<file path="config.mk">
export PLATFORM = sky130hd
export DESIGN_NAME = relu_pool_writer
export DESIGN_NICKNAME = d
export VERILOG_FILES = /design/src/rtl/relu_pool_writer.sv
export SDC_FILE = /design/constraint.sdc
export NUM_CORES = 1
export LEC_CHECK = 0
export CAP_MARGIN = 20
export CORE_MARGIN = 2
export CORE_UTILIZATION = 60
export CTS_CLUSTER_SIZE = 16
export DETAILED_ROUTE_END_ITERATION = 6
export GPL_TIMING_DRIVEN = 1
export PLACE_DENSITY = 0.84
export RECOVER_POWER = 100
export SLEW_MARGIN = 20
export SYNTH_ARGS = -nofsm -noshare
export SYNTH_HDL_FRONTEND = slang
export SYNTH_SLANG_ARGS = --single-unit
</file>
<file path="constraint.sdc">
create_clock -name clk -period 10.1 [get_ports clk]
set_clock_uncertainty 0.05 [all_clocks]
set_input_delay 2.02 -clock clk [delete_from_list [all_inputs] [get_ports clk]]
set_output_delay 2.02 -clock clk [all_outputs]
set_load 0.01 [all_outputs]
</file>
<file path="src/rtl/relu_pool_writer.sv">
// ReLU + requantize + 2x2 max-pool over a streamed feature map, written to an output memory.
// Define RELU_POOL_ROUND_EN for round-half-up requantization; otherwise the shift truncates.
module relu_pool_writer #(
    parameter int unsigned IN_W       = 24,
    parameter int unsigned OUT_W      = 8,
    parameter int unsigned ROW_LEN    = 124,
    parameter int unsigned SHIFT      = 8,
    parameter int unsigned OUT_ADDR_W = 12
) (
    input  logic                  clk,
    input  logic                  rst_n,
    input  logic                  start,
    input  logic                  in_valid,
    input  logic [IN_W-1:0]       in_data,
    input  logic                  in_done,
    output logic                  out_we,
    output logic [OUT_ADDR_W-1:0] out_addr,
    output logic [OUT_W-1:0]      out_data,
    output logic                  busy,
    output logic                  done
);
    localparam int unsigned COL_W = (ROW_LEN > 2) ? $clog2(ROW_LEN) : 1;
    localparam int unsigned HALF  = ROW_LEN / 2;
    localparam int unsigned IDX_W = (HALF > 1) ? $clog2(HALF) : 1;
    localparam logic [COL_W-1:0] COL_LAST = COL_W'(ROW_LEN - 1);
    localparam logic [IN_W:0]    SAT_MAX  = (IN_W + 1)'((1 << OUT_W) - 1);

    typedef enum logic [1:0] {StIdle, StEvenRow, StOddRow, StDone} state_e;

    state_e                  state_q, state_d;
    logic [COL_W-1:0]        col_q, col_d;
    logic [OUT_W-1:0]        pair_q, pair_d;
    logic                    out_we_q, out_we_d;
    logic [OUT_ADDR_W-1:0]   out_addr_q, out_addr_d;
    logic [OUT_W-1:0]        out_data_q, out_data_d;
    logic [OUT_W-1:0]        row_buf [HALF];

    logic                    accept;
    logic                    col_wrap;
    logic [IDX_W-1:0]        pair_idx;
    logic [IN_W:0]           mag;
    logic [IN_W:0]           shifted;
    logic [OUT_W-1:0]        q_val;
    logic [OUT_W-1:0]        pair_max;
    logic [OUT_W-1:0]        above;

    assign accept   = in_valid && (state_q == StEvenRow || state_q == StOddRow);
    assign col_wrap = (col_q == COL_LAST);
    assign pair_idx = IDX_W'(col_q >> 1);
    assign above    = row_buf[pair_idx];

    // One guard bit so the rounding add cannot wrap the largest positive input.
    always_comb begin
        mag = {1'b0, in_data};
`ifdef RELU_POOL_ROUND_EN
        mag = mag + ((IN_W + 1)'(1) << (SHIFT - 1));
`endif
        shifted = mag >> SHIFT;
        if (in_data[IN_W-1]) begin
            q_val = '0;
        end else if (shifted > SAT_MAX) begin
            q_val = '1;
        end else begin
            q_val = shifted[OUT_W-1:0];
        end
    end

    assign pair_max = (q_val > pair_q) ? q_val : pair_q;

    always_ff @(posedge clk or negedge rst_n) begin
        if (!rst_n) begin
            state_q <= StIdle;
        end else begin
            state_q <= state_d;
        end
    end

    always_comb begin
        state_d = state_q;
        case (state_q)
            StIdle:    if (start) state_d = StEvenRow;
            StEvenRow: begin
                if (in_done) begin
                    state_d = StDone;
                end else if (accept && col_wrap) begin
                    state_d = StOddRow;
                end
            end
            StOddRow:  begin
                if (in_done) begin
                    state_d = StDone;
                end else if (accept && col_wrap) begin
                    state_d = StEvenRow;
                end
            end
            StDone:    state_d = StIdle;
            default:   state_d = StIdle;
        endcase
    end

    always_comb begin
        busy = (state_q != StIdle);
        done = (state_q == StDone);
    end

    always_comb begin
        col_d      = col_q;
        pair_d     = pair_q;
        out_we_d   = 1'b0;
        out_data_d = out_data_q;
        out_addr_d = out_addr_q;
        if (out_we_q) begin
            out_addr_d = out_addr_q + OUT_ADDR_W'(1);
        end
        if (state_q == StIdle && start) begin
            col_d      = '0;
            pair_d     = '0;
            out_addr_d = '0;
        end
        if (accept) begin
            col_d = col_wrap ? '0 : col_q + COL_W'(1);
            if (!col_q[0]) begin
                pair_d = q_val;
            end else if (state_q == StOddRow) begin
                out_we_d   = 1'b1;
                out_data_d = (pair_max > above) ? pair_max : above;
            end
        end
    end

    always_ff @(posedge clk or negedge rst_n) begin
        if (!rst_n) begin
            col_q      <= '0;
            pair_q     <= '0;
            out_we_q   <= 1'b0;
            out_addr_q <= '0;
            out_data_q <= '0;
        end else begin
            col_q      <= col_d;
            pair_q     <= pair_d;
            out_we_q   <= out_we_d;
            out_addr_q <= out_addr_d;
            out_data_q <= out_data_d;
        end
    end

    // Row buffer holds the even row's pair maxima; contents survive reset by design.
    always_ff @(posedge clk) begin
        if (accept && col_q[0] && state_q == StEvenRow) begin
            row_buf[pair_idx] <= pair_max;
        end
    end

    assign out_we   = out_we_q;
    assign out_addr = out_addr_q;
    assign out_data = out_data_q;

endmodule

</file>
Word-level counts from Yosys, hierarchy flattened
Memories as Yosys holds them, arrays and structs flattened. Index checks and enable logic that the tools add are counted.

Add/subtract/negate cells: 2. $mul: 0. Divide/modulo/power cells: 0. Order comparisons: 3. Equal/unequal tests: 7. Shift operators: 0. Muxes and demuxes: 23. Bitwise gates (word level): 0. Reduce and logical (&&, ||, !) cells: 12.

Operators with widths (count): 8-bit 2-to-1 mux (7); 12-bit 2-to-1 mux (2); 7-bit 2-to-1 mux (3); 16-bit by 8-bit greater-than comparator with 1-bit output (second input constant) (1); 8-bit greater-than comparator (2); 12-bit by 1-bit adder with 12-bit output (second input constant) (1); 2-bit 2-to-1 mux (5); 2-bit one-hot mux with 4 select lines (1); 7-bit by 1-bit adder with 7-bit output (second input constant) (1); 7-bit == test (second input constant) (1); 3-bit by 2-bit inequality test with 1-bit output (second input constant) (2); 3-bit AND reduction (2); 2-bit nonzero test (3); 1-bit logical AND (5); 1-bit 2-to-1 mux (5); 2-bit == test (second input constant) (2); 2-bit by 1-bit == test with 1-bit output (second input constant) (1); 2-bit zero test (1); 2-bit inequality test (second input constant) (1); 1-bit logical OR (1).

Register bits: 38. Latch bits: 0. Memory bits (writable): 496. ROM bits: 0. Input port bits: 29. Logic and storage cells: 54. Memories: 1.

Memory list: row_buf (depth 62, bits a word 8, read ports 1, clocked after Yosys merged registers in 0, wr ports 1, line 36) `logic [OUT_W-1:0] row_buf [HALF];`.

Logic depth before layout (Yosys ltp)
Gate-level depths: netlist of the first run.

Word-level depth: 7. Gate-level depth with buffers: 21. Mapped depth without buffers: 20.

Worst setup path before layout of the first run
No wires, ideal clock.

Path type: input -> register. Start point: input in_data[17]. End point: register out_data_q[0] (netlist: out_data[0]). Data arrival time: 7.983 ns. Setup slack: 1.947 ns. Stages: 18. Cells stage by stage: nor4_1 > nand2_1 > o21bai_1 > inv_1 > ha_1 > nor2b_1 > o211ai_1 > a21oi_1 > o21ai_1 > clkbuf_1 > o21ai_0 > ha_1 > a41oi_1 > a21oi_1 > o22ai_1 > nor2_1 > a22o_1 > a31o_1.

Longest elaborated chain between the ends: 7.

RTL lines: start: declaration (line 14) `input logic [IN_W-1:0] in_data,`; 16-bit by 8-bit greater-than comparator with 1-bit output (*) (line 61) `end else if (shifted > SAT_MAX) begin`; 8-bit 2-to-1 mux (*) (line 61); 8-bit 2-to-1 mux (*) (line 59) `if (in_data[IN_W-1]) begin`; 8-bit greater-than comparator (line 68) `assign pair_max = (q_val > pair_q) ? q_val : pair_q;`; 8-bit 2-to-1 mux (*) (line 68); named net pair_max[1] (line 44) `logic [OUT_W-1:0] pair_max;`; 8-bit greater-than comparator (*) (line 126) `out_data_d = (pair_max > above) ? pair_max : above;`; 8-bit 2-to-1 mux (*) (line 126); end signal: assignment (line 143) `out_data_q <= out_data_d;`; end: declaration (line 35) `logic [OUT_W-1:0] out_data_q, out_data_d;`.

Mark *: on every way through the listed nets, which the timed path passes. The rest lies on a longest branch. A chain may end at the register's enable or synchronous reset.

Final worst setup path of the first run
Start point: input in_data[17]. End point: memory row_buf[7][0], data pin.

Longest elaborated chain between the ends: 5.

RTL lines (line): 16-bit by 8-bit greater-than comparator with 1-bit output (*) (61); 8-bit 2-to-1 mux (*) (61); 8-bit 2-to-1 mux (*) (59); 8-bit greater-than comparator (68); 8-bit 2-to-1 mux (*) (68); named net pair_max[0] (44); end: declaration (36).

Marked as above.

==> results of run 1 <==
==> where the power goes <==
group / switching, mW / internal, mW
clock network: 0.789 / 1.10
registers: 0.0734 / 2.77
logic: 0.993 / 0.451
==> metrics by stage <==
step	area [µm²]	hold WS, ns	setup slack [ns]	utilization	power (mW)
4_1_cts	24400	0.478	3.05	0.671	6.16
5_1_grt	24400	0.481	1.40	0.670	6.36
3_3_place_gp	22800	0.455	2.66	0.626	4.24
6_report	24400	0.476	1.80	0.670	6.17
3_5_place_dp	22800	0.464	2.46	0.626	4.30
2_1_floorplan	22100	0.437	1.95	-	3.82
==> cells by family after synthesis <==
group	synth area share
xor+xnor	0.00437
simple gates	0.0637
buf+inv	0.0265
flops	0.718
mux	0.102
compound gates	0.0729
fa+ha+maj	0.0130
==> registers in the layout, summed over array words and instances, names as in the netlist <==
name      flops
row_buf     496
out_addr     12
out_data      8
pair_q        8
col_q         7
state_q       2
out_we        1
==> worst min path at each step <==
stage                            from     endpoint  depth (start not counted)
after floorplan             pair_q[7]    pair_q[7]                          2
final                     out_data[1]  out_data[1]                          2
after global routing      out_data[1]  out_data[1]                          2
after detailed placement  out_data[4]  out_data[4]                          2
after CTS                 out_data[4]  out_data[4]                          2
after global placement    out_data[2]  out_data[2]                          2
==> critical path, cell delays in order <==
cell and delay [ns]:
dlygate4sd3_1 0.53, nor4_1 0.29, nand2_1 0.22, o21bai_1 0.43, inv_1 0.09, ha_1 0.30, nor2b_1 0.14, o211ai_1 0.16
a21oi_1 0.08, o21ai_0 0.66, clkbuf_1 0.58, mux2i_4 0.34, clkbuf_1 2.29
==> cell usage in the layout, fill, tap and decap left out, types with 5 or more instances in the layout <==
master and count:
o22ai_1 23, mux2_2 15, a22o_1 10, a211oi_1 5, a22oi_1 48, nor2_1 113
o31ai_1 5, nor3_1 7, clkinv_1 10, inv_1 25, o221ai_1 7, buf_4 15
clkdlybuf4s50_1 16, dlygate4sd3_1 26, nand3_1 39, edfxtp_1 496, nand2b_1 7, mux4_2 22
a21oi_1 49, ha_1 23, and2_0 5, nand4_1 13, dfrtp_1 36, bufinv_16 6
clkbuf_1 17, mux2i_1 149, o21ai_0 30, clkinv_2 5, or2_2 6, xor2_1 7
a221oi_1 13, nand2_1 75, nor2b_1 7, clkbuf_16 51
==> cell type report <==
| type | instances | area (µm²) | share of cell area |
|---|---|---|---|
| Clock inverter | 25 | 288 | 0.0118 |
| Inverter | 28 | 108 | 0.00441 |
| Clock buffer | 67 | 1360 | 0.0555 |
| Sequential cell | 534 | 15900 | 0.649 |
| Tap cell | 468 | 586 | 0.0240 |
| Timing Repair Buffer | 61 | 564 | 0.0231 |
| Multi-Input combinational cell | 762 | 5680 | 0.232 |
==> per-layer routing <==
layer,up-vias,part of all wire,GRT usage
met5,-,0,0
met4,0,0.044,0.121
met3,174,0.12,0.0638
met2,918,0.48,0.441
met1,6389,0.36,0.367
li1,5533,-,-
==> results_dict.tcl, run 1 <==
set metrics [dict create \
    finalSetupViolCount 0 \
    endpoint "row_buf[7][0]" \
    cts-root-buf "clkbuf_16" \
    status "complete, but fails checks" \
    period_needed_ns 8.30 \
    dp_cells 1853 \
    port_buffers 43 \
    timing.rr.end "out_data[0]" \
    grt_pass1_wl_mm 78.4 \
    max_slew_margin -1.14 \
    cap_violations 4 \
    htree_num_levels 2 \
    synth.area.top_cells "edfxtp_1 67%, mux2i_1 6.8%, dfrtp_1 4.3%, mux4_2 2.2%, nor2_1 1.9%" \
    cts_tree "done" \
    synthesis.nets 1451 \
    cp-start-kind "input pin" \
    peakVddDrop_v 0.000173 \
    path_max_fanout 63 \
    hold_class "register to register" \
    die_area_mm2 0.0383 \
    reg2reg_slack_ns 3.82 \
    p_leak_nw 7.95 \
    r2r_start "col_q[2]" \
    drtIter0Drc 1956 \
    insertion_delay_ns 0.59 \
    syn_area_mm2 0.0221 \
    ys_seq_area_frac 0.718 \
    grt_use_total 0.276 \
    initial_utilization 0.606 \
    hold_viol 0 \
    grt_antenna_before_repair 0 \
    area_growth_pct 10.7 \
    wl_mm 52.7 \
    clock_path_buffers 3 \
    synthFlopType "edfxtp_1" \
    avgViaCountPerCell 6.69 \
    ant_nets 0 \
    startpoint "in_data[17]" \
    gp_congestion 0.935 \
    synth_cells 1399 \
    antennaDiodeCount 0 \
    cts_setup_buffers 0 \
    timing.final.crit_share 0.822 \
    clock-sinks 534 \
    drc_errors 0 \
    grt_overflow 0 \
    dr.pass1.iters 6 \
    wl_per_cell_um 27.1 \
    endpoint_kind "register" \
    synthTopCellsByCount "496 x edfxtp_1, 150 x mux2i_1, 113 x nor2_1" \
    critPathRequiredTime_ns 9.95 \
    violations "capacitance limit, slew limit" \
    via_count 13000 \
    dpl.hpwl_mm 31.4 \
    synth_warnings 0 \
    grt_max_degree 151 \
    die_y_um 196 \
    setup_tns_ns 0 \
    clk_pin_slew_ns 0.06 \
    fin_cells 1945 \
    yosysTopAreaCell "edfxtp_1" \
    core-area_mm2 0.0364 \
    die_w_um 196 \
    worstRegToRegCells 14 \
    layout-drive-gt1-share 0.100 \
    ios 52 \
    grt_pass1_vias 12800 \
    powerDensity_mw_per_mm2 253 \
    fmax_mhz 120 \
    cp.arrival_ns 8.15 \
    avgSynthCellArea_um2 15.8 \
    synth.most_common_cell "edfxtp_1" \
    rsz0062_at_grt "false" \
    yosysTopAreaCellShare 0.675 \
    path_class "input pin to register" \
    fp-row-count 70 \
    synth_seq_cells 534 \
    cts_resized 0 \
    fill_cells 2320 \
    layout.nets 1490 \
    ctsHoldBuffers 0 \
    worst_pin_slew_ns 3.21 \
    async_flop_share 0.0712 \
    synth_edf_count 496 \
    yosysUniqueCellTypes 81 \
    slew_viol_final 198 \
    cts_buffers 51 \
]
(Power assumes the default switching activity.)
==> run 2, diff against run 1 <==
Settings changed: CORE_UTILIZATION 60 to 56, PLACE_DENSITY 0.84 to 0.82.
Clock period 10.1 ns to 7.3 ns, I/O delays scaled along.
==> run 2 against run 1 <==
Effect of this change:
- the flow still finishes with violations (capacitance limit, slew limit)
- first-iteration DRC count up 1.4%
- count of clock-buffer cells in the layout down 1
- flip-flop and latch count unchanged
- core utilization down 4.2 points
- final area down 0.30%
- via count down 0.18%
- global-route usage down 1.7 points
- hold slack worse by 0.028 ns
- combinational power up 35%
- register-to-register slack worse by 3.0 ns
- clock power up 30%
- routed wire length about the same
==> results_dict.tcl, run 2 (synthesis gave the netlist of run 1 again) <==
set metrics [dict create \
    status "complete, but fails checks" \
    violations "capacitance limit, slew limit" \
    path_class "register to register" \
    met1_length_mm 19.6 \
    largest_reg_flops 496 \
    crit_slowest_cell "dfrtp_1" \
    clock-sinks 534 \
    endpoint "out_data[6]" \
    top_register "row_buf" \
    grt_antenna_before_repair 0 \
    fill_cells 2658 \
    cts_tree "done" \
    cp-start-kind "register" \
    crit_cells 13 \
    cts-root-buf "clkbuf_16" \
    clock_path_buffers 3 \
    slew_viol_final 154 \
    cts_resized 0 \
    pre_cts_slack_ns 0.877 \
    seq_area_mm2 0.0159 \
    max_slew_margin -0.800 \
    grt_max_degree 71 \
    worstHoldStart "out_data[6]" \
    grt_pass1_vias 12900 \
    cp_top_family "simple AND/OR/NAND/NOR gates" \
    timing.rr.end "out_data[6]" \
    cp.arrival_ns 6.81 \
    die_y_um 203 \
    cp_num_buf_inv 2 \
    cap_violations 4 \
    hold_viol 0 \
    p_leak_nw 7.92 \
    area_growth_pct 10.4 \
    fmax_mhz 155 \
    timing.final.crit_share 0.883 \
    hold_class "register to register" \
    gp_congestion 0.883 \
    path_cells "and2b_1 > clkbuf_1 > nand2_1 > clkinv_1 > a222oi_1 > o22ai_1 > nor4b_2 > ha_1 > nand4_1 > a21oi_1 > o22ai_1 > nor4b_1 > o31ai_1" \
    fp-row-count 72 \
    wl_met2_mm 24.8 \
    finalSetupViolCount 0 \
    drc_errors 0 \
    insertion_delay_ns 0.57 \
    layout_common_cells "496 x edfxtp_1, 150 x mux2i_1, 113 x nor2_1, 76 x nand2_1, 53 x clkbuf_16" \
    multi_input_area_mm2 0.00563 \
    via_count 13000 \
    finalPower_mw 8.36 \
    grt_overflow 0 \
    layout.nets 1497 \
    antennaDiodeCount 0 \
    wl_per_cell_um 26.3 \
    routed.top_layer "met4" \
    path_max_fanout 35 \
    peakVddDrop_v 0.000194 \
    layout-drive-gt1-share 0.0944 \
    powerDensity_mw_per_mm2 343 \
    reg2reg_slack_ns 0.86 \
    worst_pin_slew_ns 2.70 \
    final_util 0.629 \
    die_w_um 203 \
    avgViaCountPerCell 6.49 \
    wl_met3_mm 5.89 \
    htree_num_levels 2 \
    wl_mm 52.7 \
    dpl.hpwl_mm 31.4 \
    worstRegToRegCells 13 \
    grt_use_total 0.259 \
    startpoint "col_q[1]" \
    layout_commonest_cell "edfxtp_1" \
    crit_top_cell "o22ai_1" \
    setup_tns_ns 0 \
    ctsHoldBuffers 0 \
    core-area_mm2 0.0387 \
    cts_setup_buffers 0 \
    ant_nets 0 \
    period_needed_ns 6.44 \
    initial_utilization 0.570 \
    grt_pass1_wl_mm 79.6 \
    port_buffers 43 \
    cts_buffers 52 \
    drtIter0Drc 1984 \
    rsz0062_at_grt "false" \
    endpoint_kind "register" \
    setup_ws_ns 0.857 \
    clk_pin_slew_ns 0.06 \
    die_area_mm2 0.0410 \
    r2r_start "col_q[1]" \
    critPathRequiredTime_ns 7.67 \
    ios 52 \
    dr.pass1.iters 7 \
    max_stage_delay_ns 1.07 \
]
[run 2: metrics by stage]
step | hold WS, ns | std cells | area [µm²]
6_report | 0.448 | 2001 | 24400
5_1_grt | 0.472 | 2001 | 24400
4_1_cts | 0.453 | 2001 | 24400
3_5_place_dp | 0.440 | 1909 | 22900
3_3_place_gp | 0.451 | 1909 | 22900
2_1_floorplan | 0.437 | 1399 | 22100
[run 2: worst min path at each step]
stage | endpoint | slack [ns] | cells after the start
3_3_place_gp | out_data[5] | 0.45 | 2
4_1_cts | out_data[6] | 0.45 | 2
2_1_floorplan | pair_q[7] | 0.44 | 2
3_5_place_dp | out_data[6] | 0.44 | 2
6_report | out_data[6] | 0.45 | 2
5_1_grt | out_data[6] | 0.47 | 2
[run 2: power by group]
part	internal (mW)	switching, mW
Sequential	3.83	0.141
Clock	1.39	1.07
Combinational	0.618	1.32
Total	5.83	2.53
[run 2: metal layers]
layer | GRT usage | vias up
met2 | 0.414 | 846
li1 | - | 5537
met1 | 0.350 | 6430
met4 | 0.110 | 0
met3 | 0.0520 | 177
met5 | 0 | -
[run 2: cell type report]
cell class | count | area share
clock buffer | 66 | 0.0565
multi-input combinational | 762 | 0.231
clock inverter | 26 | 0.00658
sequential | 534 | 0.651
inverter | 28 | 0.00432
tap | 518 | 0.0266
timing repair buffer | 67 | 0.0240
[run 2: worst reg2reg max path, delay by kind of cell, from the launching register on]
| family | cells | cell delay [ns] |
|---|---|---|
| simple gates | 5 | 2.50 |
| compound gates | 5 | 1.59 |
| flops | 1 | 1.07 |
| buf+inv | 2 | 0.72 |
| fa+ha+maj | 1 | 0.35 |
==> run 3, diff against run 2 <==
Settings changed: CTS_BUF_LIST set to sky130_fd_sc_hd__clkbuf_4 sky130_fd_sc_hd__clkbuf_8 sky130_fd_sc_hd__clkbuf_16.
==> run 3 against run 2 <==
Effect of this change:
- critical path type unchanged
- combinational power is essentially flat
- die area is the same
- worst setup slack gained 0.043 ns
- maximum frequency grew 0.68%
- largest power group unchanged
- sequential share of layout area shrank 0.13 points
- core utilization grew 0.13 points
- the run still ends with capacitance limit, slew limit left
- critical endpoint is now out_data[3]
- final area grew 0.20%
==> results_dict.tcl, run 3 (synthesis gave the netlist of run 1 again) <==
set metrics [dict create \
    top_register "row_buf" \
    drtIter0Drc 1847 \
    wl_per_cell_um 26.4 \
    reg2reg_slack_ns 0.90 \
    rsz0062_at_grt "false" \
    ios 52 \
    finalSetupViolCount 0 \
    p_leak_nw 7.96 \
    holdWs_ns 0.448 \
    endpoint_kind "register" \
    worst_pin_slew_ns 2.68 \
    finalPower_mw 8.42 \
    layout_common_cells "496 x edfxtp_1, 150 x mux2i_1, 113 x nor2_1, 76 x nand2_1, 53 x clkbuf_16" \
    top_usage_layer "met2" \
    antennaDiodeCount 0 \
    largest_reg_flops 496 \
    max_slew_margin -0.787 \
    cts_setup_buffers 0 \
    max_stage_delay_ns 1.07 \
    pre_cts_slack_ns 0.877 \
    layout_commonest_cell "edfxtp_1" \
    powerDensity_mw_per_mm2 345 \
    path_max_fanout 35 \
    path_class "register to register" \
    core-area_mm2 0.0387 \
    clock-sinks 534 \
    clock_path_buffers 3 \
    timing.final.crit_share 0.877 \
    setup_ws_ns 0.901 \
    cts_tree "done" \
    avgViaCountPerCell 6.48 \
    peakVddDrop_v 0.000189 \
    gp_congestion 0.883 \
    fin_cells 2001 \
    area_growth_pct 10.6 \
    hold_viol 0 \
    layout.nets 1497 \
    cts_resized 0 \
    fill_cells 2658 \
    wl_mm 52.9 \
    setup_tns_ns 0 \
    grt_pass1_vias 12900 \
    violations "capacitance limit, slew limit" \
    worstRegToRegCells 14 \
    grt_antenna_before_repair 0 \
    layout-drive-gt1-share 0.103 \
    cts_buffers 52 \
    dr.pass1.iters 7 \
    startpoint "col_q[1]" \
    grt_overflow 0 \
    via_count 13000 \
    htree_num_levels 2 \
    crit_slowest_cell "dfrtp_1" \
    ctsHoldBuffers 0 \
    clk_pin_slew_ns 0.06 \
    port_buffers 43 \
    die_area_mm2 0.0410 \
    timing.rr.end "out_data[3]" \
    drc_errors 0 \
    met1_usage 0.351 \
    fmax_mhz 156 \
    cp.arrival_ns 6.79 \
    endpoint "out_data[3]" \
    grt_use_total 0.259 \
    die_w_um 203 \
    initial_utilization 0.570 \
    status "complete, but fails checks" \
    insertion_delay_ns 0.57 \
    die_y_um 203 \
    critPathRequiredTime_ns 7.69 \
    path_cells "and2b_1 > clkbuf_1 > nand2_1 > clkinv_1 > a222oi_1 > o22ai_1 > nor4b_2 > ha_1 > nand4_1 > a21oi_1 > o22ai_1 > or2_2 > a2bb2oi_1 > o21ai_0" \
    dp_cells 1909 \
    ant_nets 0 \
    cts-root-buf "clkbuf_16" \
    cap_violations 4 \
    grt_max_degree 71 \
    grt_util_met3 0.0552 \
    dpl.hpwl_mm 31.4 \
    r2r_start "col_q[1]" \
    slew_viol_final 154 \
    cp-start-kind "register" \
    grt_pass1_wl_mm 79.7 \
    crit_top_cell "o22ai_1" \
    fp-row-count 72 \
    period_needed_ns 6.40 \
    hold_class "register to register" \
    gr-usage-met2 0.413 \
]
==> run 3: cell counts in the layout (fill, tap and decap cells not counted) <==
Identical to the previous run, type by type.
==> run 3: stage by stage <==
| stage | util | area [µm²] |
|---|---|---|
| finish | 0.630 | 24400 |
| global route | 0.630 | 24400 |
| CTS | 0.632 | 24500 |
| detailed placement | 0.591 | 22900 |
| global placement | 0.591 | 22900 |
| floorplan | - | 22100 |
==> run 3: report_power, final <==
part	internal [mW]	switching (mW)
clock network	1.44	1.07
logic	0.619	1.33
registers	3.83	0.141
==> run 3: worst min-delay path by stage <==
stage	from	end	slack (ns)	cells past startpoint
final	out_data[6]	out_data[6]	0.45	2
after global routing	out_data[6]	out_data[6]	0.47	2
after CTS	out_data[6]	out_data[6]	0.45	2
after detailed placement	out_data[6]	out_data[6]	0.44	2
after global placement	out_data[5]	out_data[5]	0.45	2
after floorplan	pair_q[7]	pair_q[7]	0.44	2
==> run 3: critical path, delay by kind of cell, from the launching register on <==
kind | cells | cell delay, ns
compound gates | 6 | 1.67
fa+ha+maj | 1 | 0.35
buf+inv | 2 | 0.72
flops | 1 | 1.07
simple gates | 5 | 2.36
==> run 3: cell type report <==
class / count / area (µm²) / share of cell area
sequential: 534 / 15900 / 0.650
multi-input combinational: 762 / 5630 / 0.231
clock buffer: 66 / 1420 / 0.0583
tap: 518 / 648 / 0.0266
timing repair buffer: 67 / 586 / 0.0240
clock inverter: 26 / 160 / 0.00656
inverter: 28 / 105 / 0.00431
==> run 3: routing by layer <==
layer / part of all wire / up-vias
met3: 0.11 / 183
met2: 0.47 / 846
li1: - / 5546
met1: 0.37 / 6387
met5: 0 / -
met4: 0.046 / 0
